**config.mk**
```make
export PLATFORM = sky130hd
export DESIGN_NAME = alu_arbiter
export DESIGN_NICKNAME = d
export VERILOG_FILES = /design/src/rtl/alu_defs_pkg.sv /design/src/rtl/rr_arb2.sv /design/src/rtl/alu_arbiter.sv
export SDC_FILE = /design/constraint.sdc
export NUM_CORES = 1
export LEC_CHECK = 0
export CAP_MARGIN = 30
export CORE_AREA = 4 4 113 125
export CTS_CLUSTER_DIAMETER = 60
export DETAILED_ROUTE_END_ITERATION = 6
export DIE_AREA = 0 0 117 129
export PLACE_DENSITY_LB_ADDON = 0.3
export SETUP_SLACK_MARGIN = 0.4
export SYNTH_ARGS = -nofsm -noshare
export SYNTH_HDL_FRONTEND = slang
export SYNTH_SLANG_ARGS = --single-unit
```
**constraint.sdc**
```tcl
create_clock -name clk -period 7.5 [get_ports clk]
set_input_delay 1.5 -clock clk [delete_from_list [all_inputs] [get_ports clk]]
set_output_delay 1.5 -clock clk [all_outputs]
set_load 0.05 [all_outputs]
```
**src/rtl/alu_defs_pkg.sv**
```systemverilog
// alu_defs: shared definitions for the ALU arbiter slice.
//  W, AFW     default operand/result and function-code widths
//  state_t    arbiter FSM encoding (IDLE/EXEC/RESP)
//  AF_*       ALU function codes, used by benches only (never decoded by the arbiter)
package alu_defs;
  localparam int W   = 32;
  localparam int AFW = 4;

  typedef enum logic [1:0] {
    IDLE = 2'd0,
    EXEC = 2'd1,
    RESP = 2'd2
  } state_t;

  localparam logic [3:0] AF_ADD = 4'b0000;
  localparam logic [3:0] AF_SRL = 4'b0110;
  localparam logic [3:0] AF_AND = 4'b1000;
endpackage

```
**src/rtl/rr_arb2.sv**
```systemverilog
// rr_arb2: 2-way round-robin grant.
//  valid[1:0]  requesters asserting
//  ptr         preferred requester when both are valid
//  grant[1:0]  one-hot winner, or 0 when nothing is valid
module rr_arb2 (
  input  logic [1:0] valid,
  input  logic       ptr,
  output logic [1:0] grant
);
  always_comb begin
    grant = 2'b00;
    case (valid)
      2'b01:   grant = 2'b01;
      2'b10:   grant = 2'b10;
      2'b11:   grant = ptr ? 2'b10 : 2'b01;
      default: grant = 2'b00;
    endcase
  end
endmodule

```
**src/rtl/alu_arbiter.sv**
```systemverilog
// alu_arbiter: shares one combinational ALU between two valid/ready requesters.
//  req0_*/req1_*   request channels (valid/ready, i, a, b, af)
//  rsp0_*/rsp1_*   response handshakes; rsp_res/zero/neg/ovf shared by both
//  alu_*           operand outputs to / result inputs from the ALU instance
//  busy            FSM not in IDLE
//  op_count        completed response handshakes (wrapping)
// One op in flight: IDLE (grant) -> EXEC (ALU evaluates registered operands)
// -> RESP (registered result held until the winner consumes it).
module alu_arbiter
  import alu_defs::*;
#(
  parameter int W    = alu_defs::W,
  parameter int AFW  = alu_defs::AFW,
  parameter int CNTW = 16
) (
  input  logic            clk,
  input  logic            reset,
  input  logic            req0_valid,
  output logic            req0_ready,
  input  logic            req0_i,
  input  logic [W-1:0]    req0_a,
  input  logic [W-1:0]    req0_b,
  input  logic [AFW-1:0]  req0_af,
  input  logic            req1_valid,
  output logic            req1_ready,
  input  logic            req1_i,
  input  logic [W-1:0]    req1_a,
  input  logic [W-1:0]    req1_b,
  input  logic [AFW-1:0]  req1_af,
  output logic            rsp0_valid,
  input  logic            rsp0_ready,
  output logic            rsp1_valid,
  input  logic            rsp1_ready,
  output logic [W-1:0]    rsp_res,
  output logic            rsp_zero,
  output logic            rsp_neg,
  output logic            rsp_ovf,
  output logic            alu_i,
  output logic [W-1:0]    alu_srca,
  output logic [W-1:0]    alu_srcb,
  output logic [AFW-1:0]  alu_af,
  input  logic [W-1:0]    alu_res,
  input  logic            alu_zero,
  input  logic            alu_neg,
  input  logic            alu_ovf,
  output logic            busy,
  output logic [CNTW-1:0] op_count
);
  typedef struct packed {
    logic           i;
    logic [W-1:0]   a;
    logic [W-1:0]   b;
    logic [AFW-1:0] af;
  } op_t;

  typedef struct packed {
    logic [W-1:0] res;
    logic         zero;
    logic         neg;
    logic         ovf;
  } res_t;

  state_t     state, nstate;
  logic       rr_ptr;
  logic       tag;
  op_t        op_q;
  res_t       res_q;
  op_t  [1:0] req_op;
  logic [1:0] grant;
  logic [1:0] req_rdy;
  logic [1:0] rsp_vld;
  logic       accept;
  logic       rsp_hs;

  assign req_op[0] = '{i: req0_i, a: req0_a, b: req0_b, af: req0_af};
  assign req_op[1] = '{i: req1_i, a: req1_a, b: req1_b, af: req1_af};

  rr_arb2 u_arb (
    .valid ({req1_valid, req0_valid}),
    .ptr   (rr_ptr),
    .grant (grant)
  );

  // Grants are only offered while idle; ready is the grant itself.
  assign req_rdy    = (state == IDLE) ? grant : 2'b00;
  assign req0_ready = req_rdy[0];
  assign req1_ready = req_rdy[1];
  assign accept     = |req_rdy;

  // Only the tagged channel sees valid; the other channel's ready is masked off.
  assign rsp_vld    = (state == RESP) ? (tag ? 2'b10 : 2'b01) : 2'b00;
  assign rsp0_valid = rsp_vld[0];
  assign rsp1_valid = rsp_vld[1];
  assign rsp_hs     = |(rsp_vld & {rsp1_ready, rsp0_ready});

  assign alu_i    = op_q.i;
  assign alu_srca = op_q.a;
  assign alu_srcb = op_q.b;
  assign alu_af   = op_q.af;

  assign rsp_res  = res_q.res;
  assign rsp_zero = res_q.zero;
  assign rsp_neg  = res_q.neg;
  assign rsp_ovf  = res_q.ovf;

  assign busy = (state != IDLE);

  always_comb begin
    nstate = state;
    case (state)
      IDLE:    if (accept) nstate = EXEC;
      EXEC:    nstate = RESP;
      RESP:    if (rsp_hs) nstate = IDLE;
      default: nstate = IDLE;
    endcase
  end

  always_ff @(posedge clk or posedge reset) begin
    if (reset) begin
      state    <= IDLE;
      rr_ptr   <= 1'b0;
      tag      <= 1'b0;
      op_q     <= '0;
      res_q    <= '0;
      op_count <= '0;
    end else begin
      state <= nstate;
      if (accept) begin
        op_q   <= req_rdy[1] ? req_op[1] : req_op[0];
        tag    <= req_rdy[1];
        rr_ptr <= ~req_rdy[1];
      end
      if (state == EXEC)
        res_q <= '{res: alu_res, zero: alu_zero, neg: alu_neg, ovf: alu_ovf};
      if (rsp_hs)
        op_count <= op_count + CNTW'(1);
    end
  end
endmodule
```
==> flow_summary_export.csv, run 1 <==
group,metric,value,unit
pwr,p_total,4.361,mW
critical_path,slowest_delay,810,ps
clocking,post-cts-setup-buffer-count,0,
global_routing,antenna_found_initial,0,
critical_path,setup.worst_path.end_class,"output pin",
logic_synthesis,yosys_warnings,0,
layout,drive_above_1_share,0.1138,
critical_path,crit_arrival,3140,ps
logic_synthesis,synth_seq_cells,124,
timing,relSlewSlack,0.4638,
place,dpl.hpwl,12690,µm
layout,fill_cells,947,
place,gp_congestion,0.7763,
die,rows,43,
route,vias_per_cell,4.987,
critical_path,crit_type,"in -> out",
critical_path,worstPathCellList,"clkdlybuf4s50_1, and3_2, clkdlybuf4s50_1",
timing,hold_viol,0,
clocking,clockRootBuffer,"clkbuf_16",
pwr,seqPwrFrac,0.265,
pwr,switchingPower,2.099,mW
place,io_buffers,303,
die,die_area,0.01509,mm²
pwr,pwr-share-comb,0.571,
run,cap_viol_max_count,0,
route,drtAntennaViolNets,0,
timing,timing.final.crit_share,0.6186,
route,wl,16660,µm
logic_synthesis,yosysSeqAreaShare,0.5999,
logic_synthesis,syn_area_per_cell,11.24,µm²
min_path,hp-class,"reg -> reg",
pwr,power.share.clock,0.165,
timing,fin_tns_setup,0,ps
clocking,path_clk_slew,50,ps
critical_path,cp-start-kind,"primary input",
layout,syn_to_final_growth,71.31,%
logic_synthesis,syn-instance-count,460,
critical_path,cpMostUsedCell,"clkdlybuf4s50_1",
global_routing,grt_max_degree,71,
pwr,peakVddDrop,0.2408,mV
timing,fmaxAchievable,215.5,MHz
die,core_region_area,0.01270,mm²
clocking,clock_path_buffers,2,
run_status,status,"finished, final reports clean",
die,fp.dieH,129,µm
layout,layout_commonest_cell,"clkdlybuf4s50_1",
global_routing,grtUsageTotal,0.2239,
timing,rsz0062_at_grt,"false",
critical_path,crit_slowest_cell,"clkdlybuf4s50_1",
timing,setup_viol,0,
route,routedWlPerCell,17.92,µm
timing,period_minus_slack,4640,ps
die,ios,304,
pwr,cellPowerDensity,492.2,mW/mm²
clocking,cts_tree,"yes",
global_routing,grt_pass1_wl,26030,µm
clocking,cts_buffers,17,
layout,fin_nets,940,
critical_path,crit_fanout,4,
place,dp.cells,898,
logic_synthesis,synth_nets,640,
clocking,cts-hold-fix-buffers,0,
layout,stdcell_count,930,
clocking,ctsResizeCount,0,
layout,most-common-layout-cells,"303 x clkdlybuf4s50_1, 145 x nand2_1, 124 x dfrtp_1",
pwr,internal_power,2.263,mW
pwr,total_leakage_power,3.966,nW
timing,report.final.slew_viol_count,0,
die,initial_core_util,0.4074,
clocking,ctsHtreeMaxLevel,4,
logic_synthesis,synthesis.area,0.005172,mm²
die,dieWidth,117,µm
route,dr.pass1.iters,4,
logic_synthesis,ys_types,34,
route,drt-initial-drc-count,197,
global_routing,grt_pass1_vias,5252,
layout,antenna_cells,0,
critical_path,cp.required,6000,ps
timing,fin_worst_skew,7.161,ps
pwr,swShare,0.4812,
clocking,cts_sinks,124,
clocking,clkLatencyLatePin,400,ps
timing,tightest_slew,804.3,ps
route,vias,4638,
route,route.detailed.drc,0,
global_routing,gr-total-overflow,0,
[per-layer routing]
metal	GRT usage	vias up	routed length (µm)	share of wire
met5	0	-	0	0
met4	0.08502	0	410	0.025
met3	0.08937	33	1703	0.10
met2	0.3984	231	8626	0.52
met1	0.2353	2192	5920	0.36
li1	-	2182	-	-
[kinds of logic (layout without fill, tap and decap cells)]
logic type	after synthesis	after routing	synth area share
adder cells (fa/ha/maj)	1	1	0.002419
AO/OA/AOI/OAI	74	74	0.1057
XOR/XNOR	15	15	0.02540
buffers and inverters	31	344	0.02734
multiplexers	37	37	0.08128
flip-flops	124	124	0.5999
AND/OR/NAND/NOR	178	178	0.1580
[Yosys cell counts]
cell type	instances	area, µm²
nand4_4	1	21.27
nor3_1	1	5.000
mux2_2	36	405.4
o21ai_0	1	5.000
ha_1	1	12.51
xnor2_1	4	35.03
and4_1	1	8.760
mux2_4	1	15.01
and3_1	2	12.51
nand2b_1	3	18.77
a22oi_1	69	518.0
and2b_2	1	8.760
nor2_2	1	6.260
clkbuf_1	7	26.28
inv_1	4	15.01
buf_2	20	100.1
nand2_1	145	544.3
and4_4	1	11.26
nor3_2	2	20.02
xor2_1	11	96.34
a31oi_1	1	6.260
dfrtp_1	124	3103
a21oi_1	1	5.000
nand3_4	1	17.52
o21ai_1	1	5.000
nor3b_2	1	12.51
nand3_1	3	15.01
nor4_4	2	42.54
and2_1	1	6.260
o21bai_1	1	7.510
nor2_1	6	22.52
and3_2	1	7.510
nand4_1	4	25.02
nand2_4	1	11.26
[power by group through the flow]
stage	Clock, mW	Combinational, mW	Sequential, mW
detailed placement	0	2.51	1.16
global placement	0	2.47	1.14
global route	0.768	2.63	1.20
finish	0.719	2.49	1.15
CTS	0.732	2.52	1.16
floorplan	0	0.607	2.16
[sequential cells by signal, indices dropped and copies added (netlist names)]
| register | flops |
|---|---|
| alu_af | 4 |
| alu_i | 1 |
| alu_srcb | 32 |
| rsp_ovf | 1 |
| rsp_zero | 1 |
| op_count | 16 |
| tag | 1 |
| rsp_neg | 1 |
| rsp_res | 32 |
| state | 2 |
| alu_srca | 32 |
| rr_ptr | 1 |
[metrics by stage]
step,instance area (µm²),utilization,hold WS (ps),worst slack (ps)
after floorplan,5172,-,471.8,2701
after global routing,8861,0.6979,488.0,2791
after CTS,8861,0.6979,474.3,2855
after global placement,8329,0.6560,457.7,2866
final,8861,0.6979,469.0,2860
after detailed placement,8329,0.6560,461.4,2855
[worst max-delay path: cells and delay by family]
kind,cells,cell delay [ps]
buf+inv,2,1380
simple gates,1,260
[cell type report]
| class | instances | area [µm²] | area share |
|---|---|---|---|
| Sequential cell | 124 | 3103 | 0.3502 |
| Timing Repair Buffer | 308 | 3070 | 0.3465 |
| Multi-Input combinational cell | 305 | 1942 | 0.2191 |
| Clock buffer | 21 | 460.4 | 0.05196 |
| Tap cell | 157 | 196.4 | 0.02217 |
| Clock inverter | 11 | 71.32 | 0.008049 |
| Inverter | 4 | 17.52 | 0.001977 |
[path summary, 6_finish.rpt]
path / end / slack [ps] / start / cells past startpoint
worst max-delay path: req1_ready / 2860 / req1_valid / 3
worst min-delay path: alu_srcb[12] / 470 / alu_srcb[12] / 2
worst max register to register: alu_srcb[6] / 5470 / state[1] / 5
worst min register to register: alu_srcb[12] / 470 / alu_srcb[12] / 2
max in group asynchronous: alu_srca[19] / 4630 / reset / 3
min in group asynchronous: alu_srca[12] / 1580 / reset / 2
Power figures use the tool's default switching activity.
==> run 2: changes to the inputs <==
CORE_AREA = 4 4 117 130   (was 4 4 113 125)
DIE_AREA = 0 0 121 134   (was 0 0 117 129)
clock period = 4.6 ns   (was 7.5 ns; I/O delays follow)
==> run 2 against run 1 <==
Effect of this change: clock power grew 99%; first-iteration DRC count grew 24%; routed wire length grew 0.14%; sequential share of layout area shrank 0.73 points; non-clock buffer count grew 3; worst setup slack lost 1700 ps; hold slack gained 4.5 ps; largest power group unchanged.
==> flow_summary_export.csv, run 2 (same netlist as run 1, synthesis figures left out) <==
group,metric,value,unit
min_path,min_delay_path_depth,2,
pwr,total_leakage_power,4.039,nW
clocking,ctsHtreeMaxLevel,4,
timing,timing.final.crit_share,0.7571,
timing,fin_worst_skew,6.750,ps
clocking,ctsResizeCount,0,
critical_path,worstPathBufferInverterCount,2,
die,ios,304,
timing,fmaxAchievable,287.1,MHz
clocking,cts_sinks,124,
die,dieWidth,121,µm
critical_path,crit_type,"in -> out",
critical_path,cpMostUsedCell,"clkdlybuf4s50_1",
timing,setup_viol,0,
route,drt-initial-drc-count,244,
place,pre_cts_slack,1109,ps
place,io_buffers,303,
route,vias_per_cell,4.846,
route,routedWlPerCell,17.31,µm
layout,fin_util,0.6561,
clocking,clock_path_buffers,2,
critical_path,cp-start-kind,"primary input",
global_routing,grt_max_degree,71,
layout,most-common-layout-cells,"303 x clkdlybuf4s50_1, 145 x nand2_1, 124 x dfrtp_1",
clocking,clockRootBuffer,"clkbuf_16",
die,fp.dieH,134,µm
timing,timing.final.ws_setup,1117,ps
critical_path,rr_startpoint,"state[1]",
timing,tightest_slew,741.1,ps
timing,hold_viol,0,
critical_path,rr_endpoint,"alu_srca[11]",
clocking,clkLatencyLatePin,400,ps
critical_path,slowest_delay,850,ps
clocking,cts_buffers,17,
layout,antenna_cells,0,
layout,syn_to_final_growth,74.96,%
critical_path,rrSetupSlack,2610,ps
run_status,status,"finished, final reports clean",
die,rows,45,
min_path,hp-class,"reg -> reg",
global_routing,grtUsageTotal,0.2032,
clocking,post-cts-setup-buffer-count,0,
route,route.detailed.drc,0,
place,gp_congestion,0.7567,
die,initial_core_util,0.3750,
timing,fin_tns_setup,0,ps
critical_path,worstPathCellList,"clkdlybuf4s50_1, nand2b_1, and3_2, clkdlybuf4s50_1",
pwr,cellPowerDensity,817.4,mW/mm²
pwr,p_total,7.398,mW
layout,fill_cells,1099,
place,dpl.hpwl,12830,µm
min_path,hp-start,"alu_srca[21]",
route,dr.pass1.iters,4,
global_routing,antenna_found_initial,1,
route,drtAntennaViolNets,0,
global_routing,gr-total-overflow,0,
critical_path,crit_slowest_cell,"clkdlybuf4s50_1",
clocking,cts-hold-fix-buffers,0,
run,cap_viol_max_count,0,
critical_path,critPathTopFamily,"buffers and inverters",
timing,period_minus_slack,3483,ps
critical_path,r2r_cells,5,
route,wl,16680,µm
die,core_region_area,0.01379,mm²
clocking,path_clk_slew,50,ps
route,vias,4672,
layout,fin_nets,943,
critical_path,crit_arrival,2560,ps
layout,drive_above_1_share,0.1186,
critical_path,setup.worst_path.end_class,"output pin",
timing,rsz0062_at_grt,"false",
critical_path,cp.required,3680,ps
global_routing,grt_pass1_vias,5067,
critical_path,crit_fanout,4,
min_path,min_to,"alu_srca[21]",
timing,report.final.slew_viol_count,0,
die,die_area,0.01621,mm²
pwr,peakVddDrop,0.3834,mV
timing,relSlewSlack,0.5059,
clocking,cts_tree,"yes",
layout,layout_commonest_cell,"clkdlybuf4s50_1",
global_routing,grt_pass1_wl,25940,µm
-- run 2: cell types whose count changed in the layout (fill, tap and decap cells not counted), moves of 2 or more --
cell / delta
bufinv_16: +4
clkinv_2: -3
buf_4: +2
clkbuf_8: +2
-- run 2: power by group --
group | internal, mW | switching [mW] | total [mW]
Clock | 0.964 | 0.470 | 1.43
Sequential | 1.59 | 0.295 | 1.89
Combinational | 1.41 | 2.67 | 4.08
-- run 2: layout make-up --
type	count	area (µm²)	area share
multi-input combinational	305	1942	0.2146
sequential	124	3103	0.3429
timing repair buffer	311	3105	0.3431
tap	188	235.2	0.02599
clock inverter	10	161.4	0.01783
clock buffer	22	484.2	0.05350
inverter	4	18.77	0.002074
-- run 2: worst reg2reg max path, stage by stage (launching register included) --
cell	delay, ps
dfrtp_1	400
nor2_2	270
and3_2	240
buf_4	560
a22oi_1	320
nand2_1	110
-- run 2: worst max-delay path by stage --
stage	startpoint	endpoint	slack [ps]	cells after the start
after floorplan	req0_valid	req1_ready	2120	4
after global placement	req0_valid	req1_ready	1120	4
after detailed placement	req0_valid	req1_ready	1110	4
after CTS	req0_valid	req1_ready	1110	4
after global routing	req0_valid	req1_ready	1080	4
final	req0_valid	req1_ready	1120	4
-- run 2: metal layers --
layer  up-vias  part of all wire  global-route usage
met3        25             0.097             0.08941
met5         -           0.00078                   0
li1       2197                 -                   -
met4         2             0.020             0.06549
met2       208              0.51              0.3562
met1      2240              0.37              0.2191
-- run 2: stage by stage --
stage / instances / hold slack (ps) / cell area [µm²]
finish: 964 / 473.5 / 9050
CTS: 964 / 475.7 / 9050
global placement: 931 / 458.4 / 8384
floorplan: 460 / 471.8 / 5176
detailed placement: 932 / 462.4 / 8404
global route: 964 / 498.7 / 9050
==> run 3: changes to the inputs <==
CORE_AREA = 4 4 123 137   (was 4 4 117 130)
DIE_AREA = 0 0 127 141   (was 0 0 121 134)
clock period = 3.2 ns   (was 4.6 ns; I/O delays follow)
==> run 3 against run 2 <==
Effect of this change: sequential cell count is the same; clock-buffer cell count shrank 3; sequential share of layout area is essentially flat; clock power grew 38%; utilization shrank 7.2 points; worst setup slack lost 520 ps; non-clock buffer count shrank 2; cell count grew 1.0%; largest power group unchanged.
==> flow_summary_export.csv, run 3 (same netlist as run 1, synthesis figures left out) <==
group,metric,value,unit
run_status,status,"finished, final reports clean",
route,routedWlPerCell,16.82,µm
global_routing,grt_pass1_vias,4974,
timing,relSlewSlack,0.5097,
pwr,peakVddDrop,0.5314,mV
clocking,clockRootBuffer,"clkbuf_16",
route,vias_per_cell,4.747,
critical_path,setup.worst_path.end_class,"output pin",
timing,setup_viol,0,
global_routing,antenna_found_initial,0,
layout,fin_nets,941,
pwr,swShare,0.4687,
pwr,p_total,10.51,mW
critical_path,crit_fanout,4,
global_routing,grt_pass1_wl,25750,µm
timing,timing.final.ws_setup,598.5,ps
timing,report.final.slew_viol_count,0,
global_routing,grt_max_degree,125,
min_path,min_delay_path_depth,2,
pwr,pwr-share-comb,0.555,
pwr,cellPowerDensity,1161,mW/mm²
pwr,seqPwrFrac,0.258,
timing,period_minus_slack,2602,ps
critical_path,cp.required,2560,ps
global_routing,gr-max-usage-layer,"met2",
pwr,total_leakage_power,4.025,nW
die,fp.dieH,141,µm
die,rows,48,
die,initial_core_util,0.3338,
clocking,clock_path_buffers,2,
layout,syn_to_final_growth,75.06,%
global_routing,grtUsageTotal,0.1825,
layout,drive_above_1_share,0.1202,
timing,fmaxAchievable,384.4,MHz
clocking,ctsResizeCount,0,
timing,fin_tns_setup,0,ps
pwr,switchingPower,4.927,mW
clocking,cts_tree,"yes",
layout,most-common-layout-cells,"301 x clkdlybuf4s50_1, 145 x nand2_1, 124 x dfrtp_1",
route,drt-initial-drc-count,197,
place,dpl.hpwl,12330,µm
die,core_region_area,0.01549,mm²
clocking,cts_sinks,124,
timing,whs,469.6,ps
critical_path,crit_type,"reg -> out",
clocking,post-cts-setup-buffer-count,0,
clocking,clkLatencyLatePin,410,ps
route,wl,16380,µm
min_path,hp-class,"reg -> reg",
timing,timing.final.crit_share,0.8130,
critical_path,slowest_delay,820,ps
die,ios,304,
critical_path,worstPathCellList,"nand2b_1, nor2_1, clkdlybuf4s50_1",
place,io_buffers,303,
route,vias,4624,
route,dr.pass1.iters,5,
critical_path,crit_slowest_cell,"clkdlybuf4s50_1",
die,die_area,0.01791,mm²
place,pre_cts_slack,744.5,ps
die,dieWidth,127,µm
layout,fin_util,0.5844,
route,route.detailed.drc,0,
clocking,cts-hold-fix-buffers,0,
run,cap_viol_max_count,0,
route,drtAntennaViolNets,0,
clocking,cts_buffers,17,
global_routing,met1_usage,0.2006,
pwr,power.share.clock,0.188,
global_routing,gr-usage-met2,0.3180,
timing,fin_worst_skew,7.620,ps
critical_path,crit_arrival,1960,ps
timing,tightest_slew,735.5,ps
timing,rsz0062_at_grt,"false",
clocking,path_clk_slew,50,ps
layout,layout_commonest_cell,"clkdlybuf4s50_1",
place,gp_congestion,0.7743,
layout,antenna_cells,0,
global_routing,gr-total-overflow,0,
clocking,ctsHtreeMaxLevel,4,
timing,hold_viol,0,
pwr,internal_power,5.585,mW
critical_path,r2r_cells,5,
critical_path,cp-start-kind,"register",
global_routing,grtUsageMet3,0.07048,
run 3: cell types whose count changed in the layout (fill, tap and decap cells not counted):
cell	delta
clkbuf_1	-1
clkinv_4	+1
bufinv_16	-1
buf_4	-3
clkinvlp_4	+1
clkbuf_8	-2
clkdlybuf4s50_1	-2
buf_12	+3
inv_6	+2
run 3: layout make-up:
class,instances,area (µm²)
well taps,200,250.2
fillers,1259,6440
clock inverters,13,165.2
clock buffers,19,452.9
repair buffers,309,3123
multi-input cells,305,1942
inverters,4,18.77
flip-flops and latches,124,3103
run 3: per-layer routing:
metal,wire [µm],vias to the layer above
met5,0,-
met4,382,0
met3,1479,30
met2,8535,223
met1,5983,2183
li1,-,2188
run 3: path summary, 6_finish.rpt:
| check | slack, ps | end | from |
|---|---|---|---|
| min in group asynchronous | 800 | rsp_res[6] | reset |
| setup / recovery | 600 | rsp0_valid | state[0] |
| hold reg to reg | 470 | alu_srca[3] | alu_srca[3] |
| max in group asynchronous | 1940 | alu_srca[26] | reset |
| hold / removal | 470 | alu_srca[3] | alu_srca[3] |
| setup reg to reg | 1200 | alu_srcb[25] | state[1] |
run 3: power by group through the flow:
| stage | sequential, mW | combinational [mW] | clock (mW) |
|---|---|---|---|
| floorplan | 5.05 | 1.42 | 0 |
| global placement | 2.70 | 5.81 | 0 |
| detailed placement | 2.74 | 5.88 | 0 |
| CTS | 2.72 | 5.89 | 2.03 |
| global route | 2.80 | 6.14 | 2.10 |
| finish | 2.71 | 5.83 | 1.97 |
run 3: worst max-delay path, delay by kind of cell, from the launching register on:
kind	cells	cell delay [ps]
flops	1	400
simple gates	2	340
buf+inv	1	820
run 3: through the flow:
stage               instance area [µm²]  instances
finish                             9055        974
global route                       9055        974
CTS                                9055        974
detailed placement                 8437        942
global placement                   8437        942
floorplan                          5176        460
